**src/rtl/mem_bus_pkg.sv**
```systemverilog
// Shared definitions for the CPU memory-bus controller: FSM encoding,
// memory-map area/core prefix constants and small prefix helpers.
package mem_bus_pkg;

  typedef enum logic [1:0] {
    ST_IDLE   = 2'd0,
    ST_ACCESS = 2'd1,
    ST_RESP   = 2'd2
  } bus_state_e;

  // Area prefix lives in cpu_addr[31:30]; core prefix in cpu_addr[29:24].
  localparam logic [1:0] AREA_ROM      = 2'h0;
  localparam logic [1:0] AREA_RAM      = 2'h1;
  localparam logic [1:0] AREA_RESERVED = 2'h2;
  localparam logic [1:0] AREA_MMIO     = 2'h3;

  localparam logic [5:0] CORE_TRNG        = 6'h00;
  localparam logic [5:0] CORE_TIMER       = 6'h01;
  localparam logic [5:0] CORE_UDS         = 6'h02;
  localparam logic [5:0] CORE_UART        = 6'h03;
  localparam logic [5:0] CORE_TOUCH_SENSE = 6'h04;
  localparam logic [5:0] CORE_TK1         = 6'h3f;

  localparam logic [7:0] AREA_MASK = 8'hc0;
  localparam logic [7:0] CORE_MASK = 8'hff;

  localparam int DEFAULT_TIMEOUT = 255;

  function automatic logic [7:0] area_prefix(input logic [1:0] area);
    return {area, 6'h00};
  endfunction

  function automatic logic [7:0] core_prefix(input logic [5:0] core);
    return {AREA_MMIO, core};
  endfunction

endpackage

```
**src/rtl/mem_bus_decode.sv**
```systemverilog
// Combinational prefix/mask address decoder with lowest-index-wins priority.
module mem_bus_decode
  import mem_bus_pkg::*;
#(
  parameter int                   NUM_SLV    = 8,
  parameter int                   SEL_W      = 3,
  parameter logic [8*NUM_SLV-1:0] SLV_PREFIX = {NUM_SLV{8'h00}},
  parameter logic [8*NUM_SLV-1:0] SLV_MASK   = {NUM_SLV{8'hff}}
) (
  input  logic [7:0]       addr_hi,
  output logic [SEL_W-1:0] sel,
  output logic             hit
);

  logic [NUM_SLV-1:0] match;

  always_comb begin
    match = '0;
    for (int i = 0; i < NUM_SLV; i++) begin
      match[i] = ((addr_hi ^ SLV_PREFIX[8*i +: 8]) & SLV_MASK[8*i +: 8]) == 8'h00;
    end
  end

  // Walk from the top down so the lowest matching index is the last written.
  always_comb begin
    sel = '0;
    hit = 1'b0;
    for (int i = NUM_SLV - 1; i >= 0; i--) begin
      if (match[i]) begin
        hit = 1'b1;
        sel = SEL_W'(i);
      end
    end
  end

endmodule

```
**src/rtl/mem_bus_ctrl.sv**
```systemverilog
// picorv32 native-port bus decoder/mux with access FSM, ready timeout and
// sticky bus-error capture. Optional app-mode fencing: MEM_BUS_APP_FENCE_EN.
module mem_bus_ctrl
  import mem_bus_pkg::*;
#(
  parameter int                   NUM_SLV        = 8,
  parameter logic [8*NUM_SLV-1:0] SLV_PREFIX     = {NUM_SLV{8'h00}},
  parameter logic [8*NUM_SLV-1:0] SLV_MASK       = {NUM_SLV{8'hff}},
  parameter int                   ADDR_W         = 15,
`ifdef MEM_BUS_APP_FENCE_EN
  parameter logic [NUM_SLV-1:0]   FENCE_MASK     = '0,
`endif
  parameter int                   TIMEOUT_CYCLES = DEFAULT_TIMEOUT
) (
  input  logic                   clk,
  input  logic                   reset_n,
  input  logic                   cpu_valid,
  input  logic [3:0]             cpu_wstrb,
  input  logic [31:0]            cpu_addr,
  input  logic [31:0]            cpu_wdata,
  output logic [31:0]            cpu_rdata,
  output logic                   cpu_ready,
  output logic [NUM_SLV-1:0]     slv_cs,
  output logic [3:0]             slv_we,
  output logic [ADDR_W-1:0]      slv_address,
  output logic [31:0]            slv_write_data,
  input  logic [NUM_SLV*32-1:0]  slv_read_data,
  input  logic [NUM_SLV-1:0]     slv_ready,
`ifdef MEM_BUS_APP_FENCE_EN
  input  logic                   fw_app_mode,
`endif
  input  logic                   err_clear,
  output logic                   bus_error,
  output logic [31:0]            err_addr
);

  localparam int         SEL_W   = (NUM_SLV > 1) ? $clog2(NUM_SLV) : 1;
  localparam bit         TO_EN   = (TIMEOUT_CYCLES != 0);
  localparam logic [7:0] TO_LAST = 8'(TIMEOUT_CYCLES - 1);

  bus_state_e       state_q, state_d;
  logic [SEL_W-1:0] sel_q, sel_d;
  logic [7:0]       cnt_q, cnt_d;
  logic [31:0]      rdata_q, rdata_d;
  logic             ready_q, ready_d;
  logic             err_q, err_d;
  logic [31:0]      err_addr_q, err_addr_d;

  logic [SEL_W-1:0] dec_sel;
  logic             dec_hit;
  logic [SEL_W-1:0] cur_sel;
  logic [31:0]      cur_rdata;
  logic             cur_ready;
  logic             fenced;
  logic             cs_en;
  logic             err_set;

  mem_bus_decode #(
    .NUM_SLV    (NUM_SLV),
    .SEL_W      (SEL_W),
    .SLV_PREFIX (SLV_PREFIX),
    .SLV_MASK   (SLV_MASK)
  ) u_decode (
    .addr_hi (cpu_addr[31:24]),
    .sel     (dec_sel),
    .hit     (dec_hit)
  );

  // In ACCESS the latched selection owns the bus, not the live decode.
  always_comb begin
    cur_sel   = (state_q == ST_ACCESS) ? sel_q : dec_sel;
    cur_rdata = '0;
    cur_ready = 1'b0;
    for (int i = 0; i < NUM_SLV; i++) begin
      if (cur_sel == SEL_W'(i)) begin
        cur_rdata = slv_read_data[32*i +: 32];
        cur_ready = slv_ready[i];
      end
    end
  end

`ifdef MEM_BUS_APP_FENCE_EN
  always_comb begin
    fenced = 1'b0;
    for (int i = 0; i < NUM_SLV; i++) begin
      if (dec_sel == SEL_W'(i)) begin
        fenced = fw_app_mode & FENCE_MASK[i];
      end
    end
  end
`else
  assign fenced = 1'b0;
`endif

  always_comb begin
    state_d = state_q;
    sel_d   = sel_q;
    cnt_d   = cnt_q;
    rdata_d = rdata_q;
    cs_en   = 1'b0;
    err_set = 1'b0;
    case (state_q)
      ST_IDLE: begin
        if (cpu_valid) begin
          if (!dec_hit || fenced) begin
            rdata_d = '0;
            err_set = 1'b1;
            state_d = ST_RESP;
          end else begin
            cs_en = 1'b1;
            if (cur_ready) begin
              rdata_d = cur_rdata;
              state_d = ST_RESP;
            end else begin
              sel_d   = dec_sel;
              cnt_d   = '0;
              state_d = ST_ACCESS;
            end
          end
        end
      end
      ST_ACCESS: begin
        if (!cpu_valid) begin
          state_d = ST_IDLE;
        end else begin
          cs_en = 1'b1;
          if (cur_ready) begin
            rdata_d = cur_rdata;
            state_d = ST_RESP;
          end else if (TO_EN && (cnt_q == TO_LAST)) begin
            rdata_d = '0;
            err_set = 1'b1;
            state_d = ST_RESP;
          end else begin
            cnt_d = cnt_q + 8'd1;
          end
        end
      end
      ST_RESP: begin
        state_d = ST_IDLE;
      end
      default: begin
        state_d = ST_IDLE;
      end
    endcase
    ready_d = (state_d == ST_RESP);
  end

  // A clear and a fresh error in the same cycle leave the new error captured.
  always_comb begin
    err_d      = err_q;
    err_addr_d = err_addr_q;
    if (err_clear) begin
      err_d      = 1'b0;
      err_addr_d = '0;
    end
    if (err_set && (!err_q || err_clear)) begin
      err_d      = 1'b1;
      err_addr_d = cpu_addr;
    end
  end

  always_comb begin
    slv_cs = '0;
    if (cs_en && reset_n) begin
      for (int i = 0; i < NUM_SLV; i++) begin
        if (cur_sel == SEL_W'(i)) begin
          slv_cs[i] = 1'b1;
        end
      end
    end
  end

  always_ff @(posedge clk or negedge reset_n) begin
    if (!reset_n) begin
      state_q    <= ST_IDLE;
      sel_q      <= '0;
      cnt_q      <= '0;
      rdata_q    <= '0;
      ready_q    <= 1'b0;
      err_q      <= 1'b0;
      err_addr_q <= '0;
    end else begin
      state_q    <= state_d;
      sel_q      <= sel_d;
      cnt_q      <= cnt_d;
      rdata_q    <= rdata_d;
      ready_q    <= ready_d;
      err_q      <= err_d;
      err_addr_q <= err_addr_d;
    end
  end

  assign cpu_rdata      = rdata_q;
  assign cpu_ready      = ready_q;
  assign bus_error      = err_q;
  assign err_addr       = err_addr_q;
  assign slv_we         = cpu_wstrb;
  assign slv_address    = cpu_addr[ADDR_W+1:2];
  assign slv_write_data = cpu_wdata;

endmodule

```
**config.mk**
```make
export PLATFORM = sky130hd
export DESIGN_NAME = mem_bus_ctrl
export DESIGN_NICKNAME = d
export VERILOG_FILES = /design/src/rtl/mem_bus_pkg.sv /design/src/rtl/mem_bus_decode.sv /design/src/rtl/mem_bus_ctrl.sv
export SDC_FILE = /design/constraint.sdc
export NUM_CORES = 1
export LEC_CHECK = 0
export CAP_MARGIN = 40
export CORE_AREA = 2 2 180 182
export CTS_BUF_LIST = sky130_fd_sc_hd__clkbuf_8
export CTS_CLUSTER_DIAMETER = 40
export CTS_CLUSTER_SIZE = 40
export DETAILED_ROUTE_END_ITERATION = 7
export DIE_AREA = 0 0 182 184
export GPL_TIMING_DRIVEN = 0
export PLACE_DENSITY_LB_ADDON = 0.3
export SLEW_MARGIN = 40
export SYNTH_ARGS = -nofsm -noshare
export SYNTH_HDL_FRONTEND = slang
export SYNTH_SLANG_ARGS = --single-unit
```
**constraint.sdc**
```tcl
create_clock -name clk -period 2.46 [get_ports clk]
set_clock_uncertainty 0.05 [all_clocks]
set_input_delay 0.492 -clock clk [delete_from_list [all_inputs] [get_ports clk]]
set_output_delay 0.492 -clock clk [all_outputs]
set_load 0.02 [all_outputs]
```
==> results.json <==
{
  "die_w_um": 182,
  "final.period_utilization": 1.00,
  "worst-path-buf-inv": 2,
  "status": "finished with violations",
  "period_minus_slack_ns": 2.46,
  "gp_congestion": 0.700,
  "syn_area_sq_mm": 0.00367,
  "cp_max_fo": 7,
  "die_h_um": 184,
  "first_pass_iters": 4,
  "cts_made_buffers": 9,
  "clkPwrFrac": 0.316,
  "path_delay_family": "simple AND/OR/NAND/NOR gates",
  "crit_path_top_delay_cell": "clkdlybuf4s50_1",
  "hp-start": "cpu_addr[28]",
  "peakVddDrop_mv": 0.235,
  "syn_avg_cell_area_sq_um": 10.9,
  "violations": "setup timing",
  "critPathKind": "primary input to flip-flop",
  "timing.rr.end": "cnt_q[7]$_DFFE_PN0P_",
  "hold_class": "primary input to flip-flop",
  "crit_arrival_ns": 2.72,
  "die_area_sq_mm": 0.0335,
  "drt-total-wl_um": 12700,
  "routedWlPerCell_um": 13.3,
  "grt_pass1_vias": 3267,
  "holdPathStages": 2,
  "fin_nets": 881,
  "power.leakage_uw": 0.00270,
  "start_util": 0.117,
  "async_reset_ff_frac": 1.00,
  "antenna_found_initial": 0,
  "ant_nets": 0,
  "synthFlopType": "dfrtp_1",
  "post-route-util": 0.202,
  "vias": 3118,
  "diodes": 0,
  "reg2reg_slack_ns": 0.21,
  "first_iter_violations": 77,
  "num_rows": 65,
  "grt_max_degree": 45,
  "hold-worst-slack_ns": 0.447,
  "grt_usage": 0.0749,
  "clock-sinks": 76,
  "syn_inst": 335,
  "vias_per_cell": 3.28,
  "p_int_uw": 2060,
  "combPwrFrac": 0.236,
  "clk_pin_slew_worst_paths_ns": 0.10,
  "ys_ff_latch": 76,
  "htree_num_levels": 3,
  "setup_viol": 1,
  "hold_viol": 0,
  "max_cap_viol_count": 0,
  "syn_to_final_growth_pct": 73.0,
  "fmax_ghz": 0.406,
  "grt_pass1_wl_um": 19000,
  "r2r_start": "state_q[1]$_DFF_PN0_",
  "synth_cell_types": 42,
  "rsz0062_at_grt": "no",
  "cts_tree": "yes",
  "drcViolationCount": 0,
  "seq_power_share": 0.448,
  "cp.required_ns": 2.72,
  "worst-r2r-cell-count": 5,
  "yosysSeqAreaShare": 0.519,
  "nFillCells": 3479,
  "start_kind": "primary input",
  "root_buffer": "clkbuf_8",
  "switching_share": 0.310,
  "power.switching_uw": 926,
  "num_io_pins": 461,
  "design.core.area_sq_mm": 0.0314,
  "dp_hpwl_um": 9730,
  "numPortBuffers": 186,
  "grt_overflow": 0,
  "slowest_delay_ns": 0.54,
  "crit_path_cell_trace": "clkdlybuf4s50_1 -> or3b_2 -> or4_1 -> buf_2 -> a2111oi_1 -> a211o_1",
  "cts_buffer_depth": 2,
  "ys.warnings.count": 0,
  "drive_gt1_frac": 0.179,
  "power_density_mw_per_mm2": 471,
  "tightest_slew_ns": 0.582,
  "setup_slack_ns": -0.000525,
  "synth-edff-count": 0,
  "worstHoldEndpoint": "err_addr[28]$_DFFE_PN0P_",
  "clk_latency_ns": 0.37,
  "drv_slew": 0,
  "relSlewSlack": 0.612,
  "endpoint_kind": "flip-flop"
}
-- cell usage after synthesis, types with 3 or more instances --
cell type | count | share of area
dfrtp_1 | 76 | 0.52
buf_4 | 58 | 0.12
inv_1 | 35 | 0.036
nand2_1 | 35 | 0.036
a22o_1 | 32 | 0.076
mux2i_1 | 32 | 0.087
clkbuf_1 | 9 | 0.0092
and3_1 | 4 | 0.0068
buf_2 | 4 | 0.0055
nand3_1 | 4 | 0.0055
a21oi_1 | 3 | 0.0041
nor2_1 | 3 | 0.0031
xor2_1 | 3 | 0.0072
-- metrics by stage --
stage               power, uW  setup slack (ns)  cell area (sq um)  std cells  setup TNS [ns]
finish                   2990         -0.000525               6340        950       -0.000525
global route             3150            0.0176               6340        950               0
CTS                      3080            0.0185               6330        950               0
detailed placement       2070            -0.834               6090        930          -43.21
global placement         2070             -3.37               6050        929         -239.34
floorplan                1670             0.136               3690        341               0
-- layer usage --
metal / track usage / part of all wire / vias up
li1: - / - / 1488
met1: 0.0982 / 0.47 / 1438
met4: 0.0206 / 0.010 / 0
met2: 0.108 / 0.41 / 185
met3: 0.0366 / 0.11 / 7
met5: 0 / 0 / -
-- flip-flops by register name, indices dropped and copies added (netlist names) --
register and count:
state_q 2, bus_error 1, cnt_q 8, cpu_ready 1, err_addr 32, cpu_rdata 32
-- layout make-up --
cell class	count	area, sq um	share of cell area
Inverter	35	131	0.0207
Multi-Input combinational cell	159	1200	0.189
Tap cell	402	503	0.0793
Sequential cell	76	1900	0.300
Timing Repair Buffer	192	1930	0.305
Clock inverter	7	52.6	0.00829
Clock buffer	9	124	0.0195
Buffer	70	497	0.0783
-- cells in the final DEF (no fill, tap or decap), types with 2 or more instances in the layout --
cell and count:
clkdlybuf4s50_1 176, dfrtp_1 76, buf_4 61, inv_1 36, nand2_1 35, a22o_1 32
mux2i_1 32, clkbuf_8 9, dlygate4sd2_1 8, clkbuf_2 7, conb_1 7, and3_1 4
nand3_1 4, buf_2 3, xor2_1 3, nor2_1 3, clkinvlp_4 3, or4_4 2
and4_1 2, nand2b_1 2, a21oi_1 2, a2111oi_1 2, a211o_1 2, o31ai_1 2
o211ai_1 2, ha_1 2, inv_6 2, buf_6 2
-- power by group through the flow --
stage / logic, uW / registers, uW / clock network, uW
floorplan: 247 / 1430 / 0
global placement: 706 / 1360 / 0
detailed placement: 713 / 1360 / 0
CTS: 717 / 1340 / 1030
global route: 751 / 1350 / 1060
finish: 704 / 1340 / 944
-- what timing repair did --
item / in CTS / in global routing
buffers inserted: 3 / 0
pin swaps: 5 / 2
endpoints found under the hold margin: 33 / 0
endpoints found under the setup margin: 63 / 33
hold buffers: 2 / 0
gates resized for setup: 24 / 8
-- logic make-up after synthesis --
kind of cell	share of synthesized area
other	0.00102
flip-flops	0.519
XOR/XNOR	0.00717
AND/OR/NAND/NOR	0.0887
multiplexers	0.0874
adder cells (fa/ha/maj)	0.00682
AO/OA/AOI/OAI	0.121
buffers and inverters	0.169
-- worst max path at each step --
stage,from,end,cells past startpoint
4_1_cts,cpu_addr[24],slv_cs[0],5
2_1_floorplan,cpu_addr[28],cnt_q[4]$_DFFE_PN0P_,5
5_1_grt,cpu_valid,cnt_q[6]$_DFFE_PN0P_,5
6_report,cpu_valid,cnt_q[7]$_DFFE_PN0P_,6
3_5_place_dp,cpu_addr[25],slv_cs[0],5
3_3_place_gp,reset_n,slv_cs[0],3
No activity file was read; power rests on OpenSTA's default activity.
